**config.mk**
```make
export PLATFORM = sky130hd
export DESIGN_NAME = mem_arbiter
export DESIGN_NICKNAME = d
export VERILOG_FILES = /design/src/rtl/mem_arbiter.sv
export SDC_FILE = /design/constraint.sdc
export NUM_CORES = 1
export LEC_CHECK = 0
export ABC_AREA = 1
export ABC_CLOCK_PERIOD_IN_PS = 2100
export CORE_AREA = 3 3 120 122
export DETAILED_ROUTE_END_ITERATION = 10
export DIE_AREA = 0 0 123 125
export GPL_ROUTABILITY_DRIVEN = 0
export RECOVER_POWER = 25
export SYNTH_ARGS = -nofsm -noshare
export SYNTH_HDL_FRONTEND = slang
export SYNTH_SLANG_ARGS = --single-unit
export TNS_END_PERCENT = 100
```
**constraint.sdc**
```tcl
create_clock -name clk_i -period 2.1 [get_ports clk_i]
set_input_delay 0.42 -clock clk_i [delete_from_list [all_inputs] [get_ports clk_i]]
set_output_delay 0.42 -clock clk_i [all_outputs]
set_load 0.02 [all_outputs]
```
**src/rtl/mem_arbiter.sv**
```systemverilog
// Two-master arbiter for the shared single-port memory; master 1 wins contention.
// Define ARB_ROUND_ROBIN_EN to alternate winners under contention instead.
module mem_arbiter #(
   parameter int unsigned ADDR_W = 32,
   parameter int unsigned DATA_W = 32
) (
   input  logic                clk_i,
   input  logic                rst_ni,
   input  logic                m0_req_i,
   input  logic                m0_we_i,
   input  logic [ADDR_W-1:0]   m0_addr_i,
   input  logic [DATA_W-1:0]   m0_wdata_i,
   input  logic [DATA_W/8-1:0] m0_be_i,
   output logic                m0_gnt_o,
   output logic                m0_rvalid_o,
   output logic [DATA_W-1:0]   m0_rdata_o,
   input  logic                m1_req_i,
   input  logic                m1_we_i,
   input  logic [ADDR_W-1:0]   m1_addr_i,
   input  logic [DATA_W-1:0]   m1_wdata_i,
   input  logic [DATA_W/8-1:0] m1_be_i,
   output logic                m1_gnt_o,
   output logic                m1_rvalid_o,
   output logic [DATA_W-1:0]   m1_rdata_o,
   output logic                mem_req_o,
   output logic                mem_we_o,
   output logic [ADDR_W-1:0]   mem_addr_o,
   output logic [DATA_W-1:0]   mem_wdata_o,
   output logic [DATA_W/8-1:0] mem_be_o,
   input  logic [DATA_W-1:0]   mem_rdata_i,
   input  logic                mem_ready_i
);

   typedef enum logic {IDLE, RESP} state_t;

   state_t r_state;
   logic   r_owner;
   logic   r_m0_rvalid;
   logic   r_m1_rvalid;
   logic   w_ready;
   logic   w_m1_wins;
   logic   w_gnt0;
   logic   w_gnt1;
   logic   w_gnt;

`ifdef ARB_ROUND_ROBIN_EN
   logic r_last;

   always_ff @(posedge clk_i or negedge rst_ni) begin
      if (!rst_ni) begin
         r_last <= 1'b0;
      end else if (w_gnt) begin
         r_last <= w_gnt1;
      end
   end

   assign w_m1_wins = ~r_last;
`else
   assign w_m1_wins = 1'b1;
`endif

   // Reset gates the grant too, so nothing reaches memory while held in reset.
   always_comb begin
      w_ready = mem_ready_i & rst_ni;
      w_gnt1  = w_ready & m1_req_i & (~m0_req_i | w_m1_wins);
      w_gnt0  = w_ready & m0_req_i & ~w_gnt1;
      w_gnt   = w_gnt0 | w_gnt1;
   end

   assign m0_gnt_o = w_gnt0;
   assign m1_gnt_o = w_gnt1;

   always_comb begin
      mem_req_o   = 1'b0;
      mem_we_o    = 1'b0;
      mem_addr_o  = '0;
      mem_wdata_o = '0;
      mem_be_o    = '0;
      if (w_gnt1) begin
         mem_req_o   = 1'b1;
         mem_we_o    = m1_we_i;
         mem_addr_o  = m1_addr_i;
         mem_wdata_o = m1_wdata_i;
         mem_be_o    = m1_be_i;
      end else if (w_gnt0) begin
         mem_req_o   = 1'b1;
         mem_we_o    = m0_we_i;
         mem_addr_o  = m0_addr_i;
         mem_wdata_o = m0_wdata_i;
         mem_be_o    = m0_be_i;
      end
   end

   // A return completes regardless of mem_ready_i: the memory already latched it.
   always_ff @(posedge clk_i or negedge rst_ni) begin
      if (!rst_ni) begin
         r_state     <= IDLE;
         r_owner     <= 1'b0;
         r_m0_rvalid <= 1'b0;
         r_m1_rvalid <= 1'b0;
      end else if (w_gnt && !mem_we_o) begin
         r_state     <= RESP;
         r_owner     <= w_gnt1;
         r_m0_rvalid <= w_gnt0;
         r_m1_rvalid <= w_gnt1;
      end else begin
         r_state     <= IDLE;
         r_m0_rvalid <= 1'b0;
         r_m1_rvalid <= 1'b0;
      end
   end

   assign m0_rvalid_o = r_m0_rvalid;
   assign m1_rvalid_o = r_m1_rvalid;
   assign m0_rdata_o  = r_m0_rvalid ? mem_rdata_i : '0;
   assign m1_rdata_o  = r_m1_rvalid ? mem_rdata_i : '0;

endmodule

```
# ---- Yosys cells after proc, flatten, opt, wreduce, memory -nomap -nowiden
# Index checks and enable logic that the tools add are counted.
dict set report totals {
  reg_bits 2
  latchBits 0
  mem_bits_rw 0
  rom_bits 0
  inputBits 175
  output_inout_bits 138
  elab_cells 24
  mem_count 0
}
dict set report classes {
  add_sub_neg 0
  multipliers 0
  div 0
  order_cmp 0
  n_eq_ne 0
  n_shift 0
  mux 14
  bitwise 6
  n_reduce_logical 2
}
# cell n
set op_table {}
lappend op_table {{$mux 32} 6}
lappend op_table {{$mux 4} 2}
lappend op_table {{$mux 1} 6}
lappend op_table {{$and 1x1->1} 4}
lappend op_table {{$logic_and 1x1->1} 1}
lappend op_table {{$logic_not 1->1} 1}
lappend op_table {{$not 1->1} 1}
lappend op_table {{$or 1x1->1} 1}

# ---- Logic depth before layout (Yosys ltp)
# Gate-level depths: netlist of the first run.
dict set report logic_depth {
  depth_word 9
  ltp_mapped 6
  mapped_depth_nobuf 4
}

# ---- Worst setup path after synthesis of the first run
# Ideal clock, no wire load.
dict set report synth_path {
  path_type {in2out}
  start {in mem_ready_i}
  end {out mem_addr_o[21]}
  t_arrival_ns 1.100
  t_required_ns 1.680
  slack_ns 0.580
  cell_stages 6
  n_path_buf 2
  path_cell_list {nand2_1 -> nor2_4 -> buf_4 -> buf_6 -> nand3_1 -> nand2_1}
}
dict set report synth_between {
  elab_chain_cells 6
  word_cells_on_any_way 7
  cone_classes {2 x mux; 5 x bitwise}
}
# element line_no
set synth_lines {}
lappend synth_lines {{start: declaration} 31} ;# input logic mem_ready_i
lappend synth_lines {{$and 1x1->1 *} 64} ;# w_ready = mem_ready_i & rst_ni;
lappend synth_lines {{$and 1x1->1} 65} ;# w_gnt1 = w_ready & m1_req_i & (~m0_req_i | w_m1_wins);
lappend synth_lines {{$not 1->1} 66} ;# w_gnt0 = w_ready & m0_req_i & ~w_gnt1;
lappend synth_lines {{$and 1x1->1} 66}
lappend synth_lines {{$mux 32} 85} ;# end else if (w_gnt0) begin
lappend synth_lines {{$mux 32 *} 79} ;# if (w_gnt1) begin
lappend synth_lines {{end: declaration} 27} ;# output logic [ADDR_W-1:0] mem_addr_o,
# Every way passes the cells marked *; elsewhere a longest branch is shown, timed or not.

# ---- Worst setup path after layout of the first run
dict set report layout_path {
  start {in mem_rdata_i[17]}
  end {out m1_rdata_o[17]}
}
dict set report layout_between {
  elab_chain_cells 1
}
# element line_no
set layout_lines {}
lappend layout_lines {{start: declaration} 30} ;# input logic [DATA_W-1:0] mem_rdata_i,
lappend layout_lines {{$mux 32} 116} ;# assign m1_rdata_o = r_m1_rvalid ? mem_rdata_i : '0;
lappend layout_lines {{end: declaration} 24} ;# output logic [DATA_W-1:0] m1_rdata_o,
# No other way between the ends.

==> results.md, run 1 <==
Outcome:
- The run finished with clean final reports.

Global routing:
- The first global-routing pass estimated 17,000 um of wire.
- Entering global routing, the biggest net connects 34 pins.
- The via count of the first global-routing pass is 3,201.
- The residual overflow from global routing is 0.
- The number of antenna violations at the first check in global routing is 0.
- Global routing used 13.8% of the available tracks across all layers.

Route:
- The number of design-rule violations left by the first detailed-router iteration is 72.
- In the routed design, unresolved DRC markers number 0.
- The average vias per placed instance is 3.85.
- The number of vias after detailed routing is 3,330.
- The detailed-router iteration count before antenna repair is 4.
- The routed length per instance is 13.4 um.
- The remaining antenna violation count is 0.
- The routed design has 11,600 um of wire.

Power:
- The switching power is 0.344 mW.
- The combinational group share of total power is 69.8%.
- The clock network burns 26.5% of the power.
- The highest ir drop seen on vdd is 0.142 mV.
- Power spread over the standard cell area amounts to 211 mW/mm2.
- The internal power contribution is 0.737 mW.
- For this design the static power due to leakage is 2.80 nW.
- Per report_power, the sequential group accounts for 3.7% of the total.
- The overall power consumption is 1.08 mW.
- Of the total power, the share spent switching nets is 31.8%.

Final layout:
- The count of antenna diodes in the layout is 0.
- The final non-filler cell area is 0.00513 mm2.
- At the end of the flow, the number of nets in the layout was 867.
- The area growth from synthesis to layout is 217%.
- The share of final-layout standard cells stronger than drive strength 1 is 12.0%.
- Excluding fillers, the count of instances in the completed layout stands at 866.

Timing:
- The count of final max-slew check failures is 0.
- The final hold violation count is 0.
- The worst pin sits at a relative slew slack of 79.5%.
- Static timing analysis puts the maximum clock frequency at 486 MHz.
- The post-layout minimum cycle time is 2.06 ns.
- The final worst-path cycle share is 98.0%.
- At the pin with the least slew margin, the transition time is 0.309 ns.
- Setup violations remaining at the end of the flow were counted as 0.

Die:
- The die outline width is 123 um.
- The core box area is 0.0133 mm2.
- The floorplan has 42 rows.
- The die is 125 um tall.
- Once the floorplan was initialized, standard cells occupied 12.2% of the core.
- The die area is 0.0154 mm2.
- Pin placement for this block handled 313 I/O pins.

Flow run:
- The tool flagged a number of max-cap violations equal to 0.

Logic synthesis:
- Yosys printed 0 warnings.
- The synthesized area per cell is 4.32 um2.
- The cell count after synthesis came out at 375.
- The total of flip-flops plus latches after synthesis is 2.
- Synthesis instantiated 13 different standard cells from the library.
- The share of the Yosys chip area taken by registers is 3.09%.
- After synthesis the cells add up to 0.00162 mm2.
- The number of nets in the synthesized netlist is 550.

Critical path:
- The critical path is of the in -> out type.
- STA classifies the critical path startpoint as a primary input.
- The worst setup path is captured at an output pin.
- The data arrival time of the critical path is 1.64 ns.
- The largest fanout on the critical path is 2.
- The critical path data required time is 1.68 ns.

Placed design:
- In this run, placement finished with an instance count of 855.
- The total placed instance area is 0.00503 mm2.
- The HPWL after detailed placement is 9340 um.
- Port buffering added 312 buffers.

CTS:
- The sink count of the clock tree is 2.
- TritonCTS built the clock tree.
- Buffers inserted to repair hold after CTS numbered 0.
- The longest clock path from root to sink contains 2 buffers.
- The number of levels the H-tree was split into is 1.
- After clock tree synthesis, the clock-pin slew on the worst setup and hold paths is 0.03 ns.
- The tree is rooted in a sky130_fd_sc_hd__clkbuf_16.
- The number of clock buffers added by TritonCTS is 3.

Worst hold path:
- The worst hold-check path type is in -> async.
[stage by stage]
stage | TNS [ns] | util [%] | worst slack [ns] | hold WS, ns
5_1_grt | -0.00808 | 38.6 | -0.00808 | 0.177
3_5_place_dp | -39.92 | 37.8 | -0.663 | 0.807
3_3_place_gp | -40.33 | 37.8 | -0.656 | 0.803
4_1_cts | 0 | 38.9 | 0.00759 | 0.249
6_report | 0 | 38.6 | 0.0430 | 0.141
2_1_floorplan | 0 | - | 0.580 | 0.124
[final timing paths]
check	startpoint	endpoint	slack (ns)	cells after the start
setup / recovery	mem_rdata_i[17]	m1_rdata_o[17]	0.04	4
hold / removal	rst_ni	m1_rvalid_o$_DFF_PN0_	0.14	2
max in group asynchronous	rst_ni	m0_rvalid_o$_DFF_PN0_	1.84	2
min in group clk_i	mem_ready_i	m1_rvalid_o$_DFF_PN0_	0.61	4
[cell type report]
type / instances / area (um2)
Fill cell: 1449 / 8170
Timing Repair Buffer: 339 / 3370
Multi-Input combinational cell: 279 / 1150
Inverter: 67 / 262
Tap cell: 176 / 220
Clock buffer: 3 / 75.1
Sequential cell: 2 / 50.0
[flip-flops by register name, indices dropped and copies added, names as in the netlist]
| register | count |
|---|---|
| m0_rvalid_o | 1 |
| m1_rvalid_o | 1 |
[cell usage in the layout (no fill, tap or decap), drive strengths merged]
cell | Yosys | final
nand3 | 71 | 71
dfrtp | 2 | 2
clkdlybuf4s50 | 0 | 230
dlygate4sd3 | 0 | 3
buf | 21 | 48
nor2 | 3 | 3
nor3 | 1 | 1
bufbuf | 0 | 3
dlygate4sd2 | 0 | 9
clkbuf | 6 | 23
clkdlybuf4s15 | 0 | 26
nand2 | 204 | 204
inv | 67 | 67
[cells by family (layout without fill, tap and decap cells)]
group | count (synthesis) | in the layout | synth area share, %
flip-flops | 2 | 2 | 3.09
buffers and inverters | 94 | 409 | 26.3
AND/OR/NAND/NOR | 279 | 279 | 70.7
[synthesized netlist by cell type]
library cell,n,share of area [%]
sky130_fd_sc_hd__nor2_4,1,0.69
sky130_fd_sc_hd__inv_1,65,15
sky130_fd_sc_hd__nor3_1,1,0.31
sky130_fd_sc_hd__nor2_1,2,0.46
sky130_fd_sc_hd__nand2_1,204,47
sky130_fd_sc_hd__inv_2,2,0.46
sky130_fd_sc_hd__buf_2,7,2.2
sky130_fd_sc_hd__dfrtp_1,2,3.1
sky130_fd_sc_hd__buf_1,5,1.2
sky130_fd_sc_hd__buf_4,1,0.46
sky130_fd_sc_hd__clkbuf_1,6,1.4
sky130_fd_sc_hd__nand3_1,71,22
sky130_fd_sc_hd__buf_6,8,5.6
[metal layers]
layer  part of all wire [%]  track usage [%]
met5                      0                0
met4                    1.2             2.21
met3                     12             4.25
met2                     50             25.8
met1                     37             15.4
[timing repair]
item,in CTS,in global routing
resized for setup,261,10
setup endpoints to repair,71,40
buffers inserted,3,0
gates cloned,5,0
pin swaps,1,1
[worst max-delay path: stages]
cell and delay [ns]:
sky130_fd_sc_hd__clkdlybuf4s50_1 0.49, sky130_fd_sc_hd__nand2_1 0.08, sky130_fd_sc_hd__inv_1 0.06, sky130_fd_sc_hd__clkdlybuf4s50_1 0.59
[power by group through the flow]
stage	clock network [mW]	registers, mW	logic [mW]
2_1_floorplan	0	0.0420	0.219
3_3_place_gp	0	0.0407	0.760
3_5_place_dp	0	0.0407	0.759
4_1_cts	0.292	0.0403	0.769
5_1_grt	0.294	0.0403	0.809
6_report	0.286	0.0403	0.755
Power figures use the tool's default switching activity.
==> run 2, diff against run 1 <==
==> constraint.sdc (replaced) <==
create_clock -name clk_i -period 2.1 [get_ports clk_i]
set_input_delay 0.42 -clock clk_i [delete_from_list [all_inputs] [get_ports clk_i]]
set_output_delay 0.42 -clock clk_i [all_outputs]
set_load 0.1 [all_outputs]
==> run 2 against run 1 <==
  * Fmax grew 2.8%
  * Combinational power is 97% higher
  * Non-clock buffer count is 5 higher
  * Flip-flop and latch count stayed put
  * Worst setup slack improved by 0.056 ns
  * Power increased by 68%
  * Critical endpoint is now mem_be_o[2]
==> results.md, run 2 (synthesis results as in run 1) <==
CTS:
- The clock slew at the register clock pins of the worst setup and hold paths is 0.03 ns.
- The CTS buffer count is 3.
- The longest clock path from root to sink contains 2 buffers.
- The tree built by TritonCTS fans out to 2 sinks.
- The number of hold buffers added after CTS was 0.
- The number of levels the H-tree was split into is 1.
- TritonCTS built the clock tree.
- The buffer cell driving the clock tree root is sky130_fd_sc_hd__clkbuf_16.

Route:
- The routed layout has 3,572 vias.
- The detailed router finished its first iteration with 122 violations.
- The remaining antenna violation count is 0.
- The number of remaining DRC errors is 0.
- The average vias per placed instance is 4.10.
- The wire length after detailed routing is 13,900 um.
- The routed length per instance is 16.0 um.
- The detailed-router iteration count before antenna repair is 4.

Timing:
- Setup repair after global routing left no endpoint under its margin.
- The final count of negative-setup-slack endpoints is 0.
- The accumulated negative setup slack is 0 ns.
- The count of final max-slew check failures was 0.
- The final hold violation count came to 0.
- The relative slew slack is 61.4%.
- For the pin with the worst max-slew slack, the measured transition is 0.579 ns.
- The final worst-path cycle share is 95.3%.
- Based on the critical path, the design can be clocked at up to 500 MHz.
- The post-layout minimum cycle time is 2.00 ns.

Global routing:
- The first-pass GRT wire length is 20,600 um.
- The via count of the first global-routing pass is 3,781.
- The overall routing resource usage is 17.1%.
- The number of antenna violations at the first check in global routing is 0.
- The residual overflow from global routing is 0.
- The largest net degree at the start of global routing is 34.

Die:
- The core box area is 0.0133 mm2.
- The die height is 125 um.
- The floorplan row count is 42.
- The die outline width is 123 um.
- The die area is 0.0154 mm2.
- For this configuration, the core starts out at a cell density of 12.2%.
- In this run the count of I/O pins placed on the die edge is 313.

Flow run:
- The reported max-cap violation count is 0.

Power:
- Overall power consumption after layout is estimated at 1.82 mW.
- Power spread over the standard cell area amounts to 272 mW/mm2.
- The highest ir drop seen on vdd is 0.168 mV.
- The leakage component of the power is 3.05 nW.

Worst hold path:
- In this run the worst hold path is classified as in -> async.

Final layout:
- The final non-filler cell area is 0.00668 mm2.
- The library cell used most frequently in the layout, excluding fill and tap cells, is sky130_fd_sc_hd__clkdlybuf4s50_1.
- The repair_antennas step left the layout with diodes totalling 0.
- The top cell types in the final layout, fill and taps aside, are 170 x sky130_fd_sc_hd__clkdlybuf4s50_1, 156 x sky130_fd_sc_hd__nand2_1, 120 x sky130_fd_sc_hd__buf_12.
- The utilization after layout is 50.2%.
- The area growth from synthesis to layout is 312%.
- The share of final-layout standard cells stronger than drive strength 1 is 38.0%.
- Counting the fill cells in the layout gives 1,216.
- The net count of the finished layout is 872.

Critical path:
- The type of element launching the critical path is a primary input.
- The critical path data required time is 1.68 ns.
- The largest fanout on the critical path is 4.
- The data arrival time of the critical path is 1.58 ns.
- The critical path is of the in -> out type.
- The endpoint kind of the worst setup timing path is an output pin.

Placed design:
- The total placed instance area is 0.00649 mm2.
- The port buffer count is 312.
- Detailed placement finished with a half-perimeter wire length of 11,000 um.

Outcome:
- The run finished with clean final reports.
-- run 2: changes by cell type in the layout (fill, tap and decap cells not counted), moves of 9 or more --
cell,previous run,this run
sky130_fd_sc_hd__nand2_1,203,156
sky130_fd_sc_hd__clkdlybuf4s15_2,17,0
sky130_fd_sc_hd__clkdlybuf4s50_1,230,170
sky130_fd_sc_hd__clkbuf_1,14,1
sky130_fd_sc_hd__clkdlybuf4s15_1,9,0
sky130_fd_sc_hd__buf_12,10,120
sky130_fd_sc_hd__nand2_2,1,48
sky130_fd_sc_hd__clkinvlp_4,0,29
sky130_fd_sc_hd__inv_1,64,35
sky130_fd_sc_hd__clkbuf_2,5,15
-- run 2: worst max-delay path, stage by stage --
cell	delay (ns)
sky130_fd_sc_hd__buf_4	0.12
sky130_fd_sc_hd__nand2_2	0.08
sky130_fd_sc_hd__nor2_4	0.04
sky130_fd_sc_hd__buf_4	0.13
sky130_fd_sc_hd__buf_12	0.12
sky130_fd_sc_hd__buf_8	0.12
sky130_fd_sc_hd__bufbuf_16	0.26
sky130_fd_sc_hd__nand3_2	0.06
sky130_fd_sc_hd__nand2_2	0.07
sky130_fd_sc_hd__buf_12	0.16
-- run 2: area by class of cell --
type                       instances  area (um2)  share of cell area (%)
timing repair buffer             344        4660                    69.8
inverter                          67         370                    5.55
sequential                         2        52.6                   0.787
clock buffer                       3        75.1                    1.12
multi-input combinational        279        1290                    19.4
tap                              176         220                    3.30
-- run 2: stage by stage --
stage	std cells	setup slack, ns	hold slack, ns
CTS	871	0.0218	0.129
global route	871	0.0317	0.148
floorplan	375	-0.00232	0.124
finish	871	0.0988	0.121
global placement	849	-0.135	0.750
detailed placement	849	-0.196	0.762
-- run 2: where the power goes --
part	internal [mW]	switching, mW
registers	0.0397	0.00500
logic	0.672	0.817
clock network	0.242	0.0410
-- run 2: worst paths after layout --
path	cells past startpoint	slack, ns	endpoint	start
min	2	0.12	m0_rvalid_o$_DFF_PN0_	rst_ni
max	10	0.1	mem_be_o[2]	mem_ready_i
max in group asynchronous	2	1.81	m1_rvalid_o$_DFF_PN0_	rst_ni
min in group clk_i	3	0.53	m0_rvalid_o$_DFF_PN0_	mem_ready_i
-- run 2: per-layer routing --
metal	global-route usage [%]	up-vias	share of wire, %
li1	-	1756	-
met1	17.8	1563	34
met2	32.4	222	52
met3	4.70	31	10
met4	5.93	0	3.4
met5	0	-	0
-- run 2: what timing repair did --
item	in CTS	in global routing
buffers inserted	10	0
setup endpoints to repair	69	21
pin swaps	7	3
cloned	9	0
resized for setup	73	3
